[src/rtl/spi_display_rx_if.sv]
// Consumer-side stream of received display bytes: head-of-FIFO byte, its D/C tag,
// and the valid/ready handshake.
interface spi_display_rx_if;
    logic [7:0] RxData;
    logic       RxDnC;
    logic       RxValid;
    logic       RxReady;

    modport master (output RxData, output RxDnC, output RxValid, input RxReady);
    modport slave  (input RxData, input RxDnC, input RxValid, output RxReady);
endinterface

[src/rtl/spi_display_rx.sv]
// Write-only OLED SPI receiver: synchronises the pins into Clock, deserialises
// MSB-first bytes tagged with DnC, and queues them in a small FWFT FIFO.
module spi_display_rx #(
    parameter int DEPTH = 4,
    parameter int CNT_W = 16
) (
    input  logic               Clock,
    input  logic               nReset,
    input  logic               SCLK,
    input  logic               nCS,
    input  logic               DnC,
    input  logic               SDIN,
    input  logic               ClearErr,
    output logic               Overflow,
    output logic               FrameErr,
    output logic [CNT_W-1:0]   ByteCount,
    spi_display_rx_if.master   rx
);
    localparam int AW = $clog2(DEPTH);

    typedef enum logic [0:0] {
        ST_IDLE  = 1'b0,
        ST_SHIFT = 1'b1
    } state_t;

    logic sclk_meta_q, sclk_sync_q, sclk_prev_q;
    logic ncs_meta_q, ncs_sync_q;
    logic dnc_meta_q, dnc_sync_q;
    logic sdin_meta_q, sdin_sync_q;

    state_t           state_q, state_d;
    logic [2:0]       bitcnt_q, bitcnt_d;
    logic [6:0]       shreg_q, shreg_d;
    logic [8:0]       mem_q [DEPTH];
    logic [8:0]       mem_d [DEPTH];
    logic [AW:0]      wr_ptr_q, wr_ptr_d;
    logic [AW:0]      rd_ptr_q, rd_ptr_d;
    logic [7:0]       rx_data_q, rx_data_d;
    logic             rx_dnc_q, rx_dnc_d;
    logic             rx_valid_q, rx_valid_d;
    logic             overflow_q, overflow_d;
    logic             frame_err_q, frame_err_d;
    logic [CNT_W-1:0] byte_cnt_q, byte_cnt_d;

    logic       rise_s, push_s, frame_set_s;
    logic       empty_s, full_s, pop_s, push_ok_s, drop_s;
    logic [8:0] push_word_s;

    // Deserialiser: byte completion and frame-error detection from synchronised pins.
    always_comb begin
        rise_s      = sclk_sync_q & ~sclk_prev_q;
        state_d     = state_q;
        bitcnt_d    = bitcnt_q;
        shreg_d     = shreg_q;
        push_s      = 1'b0;
        frame_set_s = 1'b0;
        push_word_s = {dnc_sync_q, shreg_q, sdin_sync_q};
        case (state_q)
            ST_IDLE: begin
                bitcnt_d = 3'd0;
                if (!ncs_sync_q) begin
                    state_d = ST_SHIFT;
                end else begin
                    state_d = ST_IDLE;
                end
            end
            ST_SHIFT: begin
                // Deselect wins over a coincident clock edge; a partial byte is dropped.
                if (ncs_sync_q) begin
                    state_d     = ST_IDLE;
                    bitcnt_d    = 3'd0;
                    frame_set_s = (bitcnt_q != 3'd0);
                end else if (rise_s) begin
                    shreg_d  = {shreg_q[5:0], sdin_sync_q};
                    bitcnt_d = bitcnt_q + 3'd1;
                    push_s   = (bitcnt_q == 3'd7);
                end else begin
                    state_d = ST_SHIFT;
                end
            end
            default: begin
                state_d  = ST_IDLE;
                bitcnt_d = 3'd0;
            end
        endcase
    end

    // FWFT FIFO, sticky flags and the accepted-byte counter.
    always_comb begin
        empty_s   = (wr_ptr_q == rd_ptr_q);
        full_s    = (wr_ptr_q[AW] != rd_ptr_q[AW]) && (wr_ptr_q[AW-1:0] == rd_ptr_q[AW-1:0]);
        pop_s     = ~empty_s & rx.RxReady;
        // A pop in the same cycle frees the slot, so a push into a full FIFO still lands.
        push_ok_s = push_s & (~full_s | pop_s);
        drop_s    = push_s & full_s & ~pop_s;

        mem_d = mem_q;
        if (push_ok_s) begin
            mem_d[wr_ptr_q[AW-1:0]] = push_word_s;
        end else begin
            mem_d = mem_q;
        end

        wr_ptr_d   = wr_ptr_q + {{AW{1'b0}}, push_ok_s};
        rd_ptr_d   = rd_ptr_q + {{AW{1'b0}}, pop_s};
        rx_valid_d = (wr_ptr_d != rd_ptr_d);
        if (rx_valid_d) begin
            {rx_dnc_d, rx_data_d} = mem_d[rd_ptr_d[AW-1:0]];
        end else begin
            rx_dnc_d  = rx_dnc_q;
            rx_data_d = rx_data_q;
        end

        overflow_d  = (overflow_q & ~ClearErr) | drop_s;
        frame_err_d = (frame_err_q & ~ClearErr) | frame_set_s;
        byte_cnt_d  = byte_cnt_q + {{(CNT_W-1){1'b0}}, push_ok_s};
    end

    // Pin synchronisers plus all receiver and FIFO state.
    always_ff @(posedge Clock or negedge nReset) begin
        if (!nReset) begin
            sclk_meta_q <= 1'b0;
            sclk_sync_q <= 1'b0;
            sclk_prev_q <= 1'b0;
            ncs_meta_q  <= 1'b1;
            ncs_sync_q  <= 1'b1;
            dnc_meta_q  <= 1'b0;
            dnc_sync_q  <= 1'b0;
            sdin_meta_q <= 1'b0;
            sdin_sync_q <= 1'b0;
            state_q     <= ST_IDLE;
            bitcnt_q    <= 3'd0;
            shreg_q     <= 7'd0;
            for (int i = 0; i < DEPTH; i++) begin
                mem_q[i] <= 9'd0;
            end
            wr_ptr_q    <= '0;
            rd_ptr_q    <= '0;
            rx_data_q   <= 8'd0;
            rx_dnc_q    <= 1'b0;
            rx_valid_q  <= 1'b0;
            overflow_q  <= 1'b0;
            frame_err_q <= 1'b0;
            byte_cnt_q  <= '0;
        end else begin
            sclk_meta_q <= SCLK;
            sclk_sync_q <= sclk_meta_q;
            sclk_prev_q <= sclk_sync_q;
            ncs_meta_q  <= nCS;
            ncs_sync_q  <= ncs_meta_q;
            dnc_meta_q  <= DnC;
            dnc_sync_q  <= dnc_meta_q;
            sdin_meta_q <= SDIN;
            sdin_sync_q <= sdin_meta_q;
            state_q     <= state_d;
            bitcnt_q    <= bitcnt_d;
            shreg_q     <= shreg_d;
            mem_q       <= mem_d;
            wr_ptr_q    <= wr_ptr_d;
            rd_ptr_q    <= rd_ptr_d;
            rx_data_q   <= rx_data_d;
            rx_dnc_q    <= rx_dnc_d;
            rx_valid_q  <= rx_valid_d;
            overflow_q  <= overflow_d;
            frame_err_q <= frame_err_d;
            byte_cnt_q  <= byte_cnt_d;
        end
    end

    assign rx.RxData  = rx_data_q;
    assign rx.RxDnC   = rx_dnc_q;
    assign rx.RxValid = rx_valid_q;
    assign Overflow   = overflow_q;
    assign FrameErr   = frame_err_q;
    assign ByteCount  = byte_cnt_q;
endmodule

[src/flat_wrapper.sv]
// flat-port wrapper written by rule: the top's interface ports become plain ports
module spi_display_rx_flat 
#(
    parameter int DEPTH = 4,
    parameter int CNT_W = 16
)
  (Clock, nReset, SCLK, nCS, DnC, SDIN, ClearErr, Overflow, FrameErr, ByteCount, rx_RxData, rx_RxDnC, rx_RxValid, rx_RxReady);
  spi_display_rx_if rx_i ();
  input  logic Clock;
  input  logic nReset;
  input  logic SCLK;
  input  logic nCS;
  input  logic DnC;
  input  logic SDIN;
  input  logic ClearErr;
  output logic Overflow;
  output logic FrameErr;
  output logic [CNT_W-1:0] ByteCount;
  output wire logic [$bits(rx_i.RxData)-1:0] rx_RxData;
  output wire logic [$bits(rx_i.RxDnC)-1:0] rx_RxDnC;
  output wire logic [$bits(rx_i.RxValid)-1:0] rx_RxValid;
  input wire logic [$bits(rx_i.RxReady)-1:0] rx_RxReady;
  assign rx_RxData = rx_i.RxData;
  assign rx_RxDnC = rx_i.RxDnC;
  assign rx_RxValid = rx_i.RxValid;
  assign rx_i.RxReady = rx_RxReady;
  spi_display_rx #(.DEPTH(DEPTH), .CNT_W(CNT_W)) u_core (.Clock(Clock), .nReset(nReset), .SCLK(SCLK), .nCS(nCS), .DnC(DnC), .SDIN(SDIN), .ClearErr(ClearErr), .Overflow(Overflow), .FrameErr(FrameErr), .ByteCount(ByteCount), .rx(rx_i));
endmodule
[config.mk]
export PLATFORM = sky130hd
export DESIGN_NAME = spi_display_rx_flat
export DESIGN_NICKNAME = d
export VERILOG_FILES = /design/src/rtl/spi_display_rx_if.sv /design/src/rtl/spi_display_rx.sv /design/src/flat_wrapper.sv
export SDC_FILE = /design/constraint.sdc
export NUM_CORES = 1
export LEC_CHECK = 0
export BUFFER_PORTS_ARGS = -buffer_cell sky130_fd_sc_hd__buf_2
export CORE_ASPECT_RATIO = 1.2
export CORE_UTILIZATION = 31
export DETAILED_ROUTE_END_ITERATION = 10
export GPL_TIMING_DRIVEN = 0
export PLACE_DENSITY_LB_ADDON = 0.1
export RECOVER_POWER = 50
export SYNTH_ARGS = -nofsm -noshare
export SYNTH_HDL_FRONTEND = slang
export SYNTH_SLANG_ARGS = --single-unit
[constraint.sdc]
create_clock -name Clock -period 3.85 [get_ports Clock]
set_clock_uncertainty 0.1 [all_clocks]
set_input_delay 0.1925 -clock Clock [delete_from_list [all_inputs] [get_ports Clock]]
set_output_delay 0.1925 -clock Clock [all_outputs]
set_load 0.01 [all_outputs]
Word level (Yosys, flattened, before mapping). Cells that the tools add are included. Widths: inputs -> output; s select.

Add/sub/neg operators: 4. $lt $le $gt $ge: 3. Equal/unequal tests: 6. Muxes and demuxes: 16. Bitwise logic cells: 19. Reductions and logical operators: 4.

Operator list (count): $bwmux 36 (1); $mux 36 (1); $mux 9 (3); $bmux 9 s2 (1); $demux 9 s2 (1); $add 16x1->16 (1); $and 1x1->1 (7); $not 1->1 (7); $add 3x1->3 (2); $ge 3x3->1 const B (2); $mux 1 (6); $mux 3 (2); $not 2->3 (2); $pmux 3 s2 (1); $add 3x1->3 const B (1); $eq 3x3->1 (1); $eq 3x3->1 const B (1); $lt 3x1->1 const B (1); $ne 3x2->1 const B (1); $ne 3x3->1 (1); $or 1x1->1 (3); $reduce_and 3->1 (1); $reduce_bool 3->1 (1); $eq 2x2->1 (1); 2 further kinds (3).

Register bits: 90. Output and inout port bits: 28. Word-level logic and storage cells: 76.

Depth between registers and ports, before layout.
Word-level depth: 10. Mapped depth: 11.

Worst setup path after synthesis. OpenSTA, ideal clock, no wires.

Path kind: register to register. Start: reg u_core.sclk_prev_q. End: reg u_core.rx_dnc_q, in the netlist u_core.rx.RxDnC. Setup time: 0.125 ns. Arrival time: 2.609 ns. Slack: 1.016 ns. Cell stages (with the launch flop): 8. Clock period less this slack: 2.834 ns. Cell sequence: dfrtp_1 > and4bb_1 > buf_4 > nand2_1 > nor4b_2 > mux2_2 > mux4_2 > mux2_2.

RTL lines: start: declaration (RTL line spi_display_rx.sv:26) `logic sclk_meta_q, sclk_sync_q, sclk_prev_q;`; start signal: assignment (RTL line spi_display_rx.sv:148) `sclk_prev_q <= sclk_sync_q;`; end signal: assignment (RTL line spi_display_rx.sv:162) `rx_dnc_q <= rx_dnc_d;`; end: declaration (RTL line spi_display_rx.sv:39) `logic rx_dnc_q, rx_dnc_d;`.

Final worst setup path.
Start: reg u_core.wr_ptr_q[1]. End: reg u_core.rx_dnc_q, in the netlist u_core.rx.RxDnC.

Elaborated cells on any way between the ends: 23. Classes of those cells: 2 x add/sub; 2 x order compare; 3 x eq/ne; 7 x mux; 7 x bitwise; 2 x reduce/logical.

RTL lines: start: declaration (RTL line spi_display_rx.sv:36) `logic [AW:0] wr_ptr_q, wr_ptr_d;`; start signal: assignment (RTL line spi_display_rx.sv:159) `wr_ptr_q <= wr_ptr_d;`; $eq 3x3->1 / $eq 2x2->1 (equally long branches) (RTL line spi_display_rx.sv:90, spi_display_rx.sv:91); $not 1->1 / $logic_and 1x1->1 (equally long branches) (RTL line spi_display_rx.sv:92, spi_display_rx.sv:91); $and 1x1->1 / $not 1->1 (equally long branches) (RTL line spi_display_rx.sv:92, spi_display_rx.sv:94); $or 1x1->1 (RTL line spi_display_rx.sv:94) `push_ok_s = push_s & (~full_s | pop_s);`; $and 1x1->1 (RTL line spi_display_rx.sv:94); $add 3x1->3 (RTL line spi_display_rx.sv:104) `wr_ptr_d = wr_ptr_q + {{AW{1'b0}}, push_ok_s};`; $ne 3x3->1 * (RTL line spi_display_rx.sv:106) `rx_valid_d = (wr_ptr_d != rd_ptr_d);`; via u_core.rx_valid_d (RTL line spi_display_rx.sv:40) `logic rx_valid_q, rx_valid_d;`.

The timed path passes the listed nets; every way through them passes the cells marked *. The select of a mux whose other input is x is not followed. A chain may end at the register's enable or synchronous reset.

==> impl_metrics.ini <==
[critical_path]
cp.required_ps = 3980
cp_cell_sequence = xor2_1, nor4_2, nor2_1, ha_1, ha_1, xnor2_1, xnor2_1, nor3_1, inv_2, mux2_2
path_delay_family = simple AND/OR/NAND/NOR gates
critPathLaunchType = flop
cp_num_buf_inv = 1
r2r-end = u_core.rx.RxDnC
crit_type = flop to flop
cp_max_fo = 10
cp.arrival_ps = 3350
crit_path_max_incr_delay_ps = 680
ff2ff_path_depth = 10
end_kind = flop
cp_slowest_cell = nor4_2
worstReg2RegStart = u_core.wr_ptr_q[1]
reg2reg_slack_ps = 620

[final_layout]
syn_to_final_growth_pct = 19.73
drive_above_1_share = 0.2939
insertedDiodeCount = 0
fillers = 1173
nets = 308
finalCoreUtilization = 0.3822

[timing]
post-route-period-util = 0.8380
fmax_mhz = 310.0
period_minus_slack_ps = 3226
max_slew_margin = -0.6952
setup_tns_ps = 0
rsz0062_at_grt = no
slew_viol_final = 44
hold_viol = 0
setup_viol = 0
layout_setup_ws_ps = 623.7
tightest_slew_ps = 2543
hold-worst-slack_ps = 65.17

[pwr]
clockPowerShare = 0.387
p_leak_nw = 2.115
sequentialPowerShare = 0.454
p_sw_frac = 0.2698
switchingPower_uw = 621.6
combinationalPowerShare = 0.159
p_int_mw = 1.682
vdd_drop_max_mv = 0.1874
power.density_nw_per_um2 = 518.7

[grt]
grt_pass1_vias = 2133
grt_max_degree = 48
antenna_found_initial = 0
grt_usage = 0.1315
overflow = 0
grt_pass1_wl_mm = 11.83

[die]
start_util = 0.3192
coreArea_um2 = 11620
ios = 36
fp.dieH_um = 121.8
die-area_um2 = 12410
rows = 43
die_x_um = 101.9

[synth]
synth-xor-area-share = 0.05430
synthTopCellsByArea = dfrtp_1 59%, mux2_2 12%, mux4_2 5.5%, mux2_4 3.6%, xnor2_1 3.3%
synth_adder_area_share = 0.03035
synth_top_area_frac = 0.5936
synth_mux_area_frac = 0.2243
synth_area_um2 = 3710
synthSimpleGateAreaFrac = 0.06105
synth_top_area_cell = dfrtp_1
synth_seq_cells = 90
synth.net_count = 255
synth_area_per_cell_um2 = 15.59
ys_warn_count = 0
synth_common_cells = 88 x dfrtp_1, 40 x mux2_2, 14 x xnor2_1
netlist_instances = 238
synth_most_common_cell = dfrtp_1
synth_edf_count = 0
synth_compound_area_frac = 0.008769
synth_top_family_by_area = multiplexers
async_flop_share = 1.000
yosysUniqueCellTypes = 33
seq_area_frac_synth = 0.6078
ys.flop_type = dfrtp_1

[route]
vias = 2023
wl_per_cell_um = 15.45
ant_nets = 0
drt_iter0_drc = 69
routed_wirelength_mm = 7.001
drt_drc_violations_left = 0
dr.pass1.iters = 3
vias_per_cell = 4.466

[clock_tree]
htreeDepth = 3
insertion_delay_ps = 340
cts_resized = 0
tritoncts = yes
cts_sinks = 90
numCtsBuffers = 9
clockBufferDepth = 2
clockRootBuffer = clkbuf_16
clk_pin_slew_ps = 60

[outcome]
status = complete, but fails checks
violations = max-capacitance violations, max-slew violations

[job]
maxCapViolCount = 1

[worst_hold_path]
hold_path_class = input port to flop
min_from = ClearErr
whs_endpoint = u_core.Overflow
hold_depth = 3

[placed_design]
preCtsSetupSlack_ps = 262.9
dp.final_hpwl_mm = 4.388
portBuffers = 35
place_congestion = 0.6576
[per-stage QoR]
| stage | power (mW) | std cells | area, um2 |
|---|---|---|---|
| floorplan | 1.299 | 238 | 3710 |
| global placement | 1.437 | 430 | 4081 |
| detailed placement | 1.445 | 432 | 4123 |
| CTS | 2.357 | 453 | 4472 |
| global route | 2.426 | 453 | 4442 |
| finish | 2.304 | 453 | 4442 |
[sequential cells by signal, indices dropped and copies added, names as in the netlist, 3 cells and up]
register / cells
u_core.mem_q: 36
u_core.ByteCount: 16
u_core.rx.RxData: 8
u_core.shreg_q: 7
u_core.bitcnt_q: 3
u_core.rd_ptr_q: 3
u_core.wr_ptr_q: 3
[worst max path at each step]
stage / start / endpoint / slack, ps / depth (start not counted)
2_1_floorplan: u_core.sclk_prev_q / u_core.rx.RxDnC / 1020 / 7
3_3_place_gp: u_core.sclk_prev_q / u_core.rx.RxData[2] / 290 / 7
3_5_place_dp: u_core.sclk_prev_q / u_core.rx.RxData[2] / 260 / 7
4_1_cts: u_core.sclk_prev_q / u_core.rx.RxData[2] / 240 / 7
5_1_grt: u_core.wr_ptr_q[1] / u_core.rx.RxData[5] / 290 / 10
6_report: u_core.wr_ptr_q[1] / u_core.rx.RxDnC / 620 / 10
[power by group through the flow]
stage / Clock [mW] / Sequential [mW] / Combinational, mW
2_1_floorplan: 0 / 1.05 / 0.253
3_3_place_gp: 0 / 1.06 / 0.374
3_5_place_dp: 0 / 1.06 / 0.381
4_1_cts: 0.925 / 1.05 / 0.386
5_1_grt: 0.961 / 1.05 / 0.411
6_report: 0.892 / 1.05 / 0.365
[layer usage]
metal / GRT usage / vias to the layer above / wire length [um]
met5: 0 / - / 0
met4: 0.07500 / 0 / 166
met3: 0.02238 / 10 / 177
met2: 0.1943 / 33 / 3246
met1: 0.1821 / 1035 / 3410
li1: - / 945 / -
[worst reg2reg max path: cells and delay by family, from the launching register on]
kind	cells	cell delay (ps)
xor+xnor	3	580
fa+ha+maj	2	420
flops	1	470
mux	1	380
buf+inv	1	230
simple gates	3	930
[cell type report]
cell class | count | area, um2 | area share
clock inverter | 2 | 35.03 | 0.007887
multi-input combinational | 137 | 1414 | 0.3183
clock buffer | 14 | 264.0 | 0.05944
buffer | 5 | 27.53 | 0.006197
timing repair buffer | 42 | 227.7 | 0.05127
sequential | 90 | 2255 | 0.5076
tap | 157 | 196.4 | 0.04423
inverter | 6 | 22.52 | 0.005070
[repair_timing]
item,CTS,global route
setup endpoints to repair,0,0
hold buffers,5,0
setup buffers,0,0
hold endpoints to repair,45,0
[cells by family (layout without fill, tap and decap cells)]
logic type      count (synthesis)  after routing
fa+ha+maj                       9              9
buf+inv                        11             69
compound gates                  4              4
xor+xnor                       23             23
mux                            62             62
flops                          90             90
simple gates                   39             39
[layout by cell type (no fill, tap or decap), drive strengths merged]
cell type,count
dfrtp,88
mux2,52
clkbuf,44
xnor2,14
buf,12
xor2,9
nor2,9
mux4,9
ha,9
nand2,8
inv,6
nand3,5
dlygate4sd3,5
nand4,4
and2,2
nor4,2
nor3,2
a32o,2
dfstp,2
and4,1
and4bb,1
a21boi,1
nor4b,1
or4b,1
or3,1
nand2b,1
nor2b,1
mux2i,1
a21oi,1
clkinv,1
bufinv,1
(Power assumes the default switching activity.)
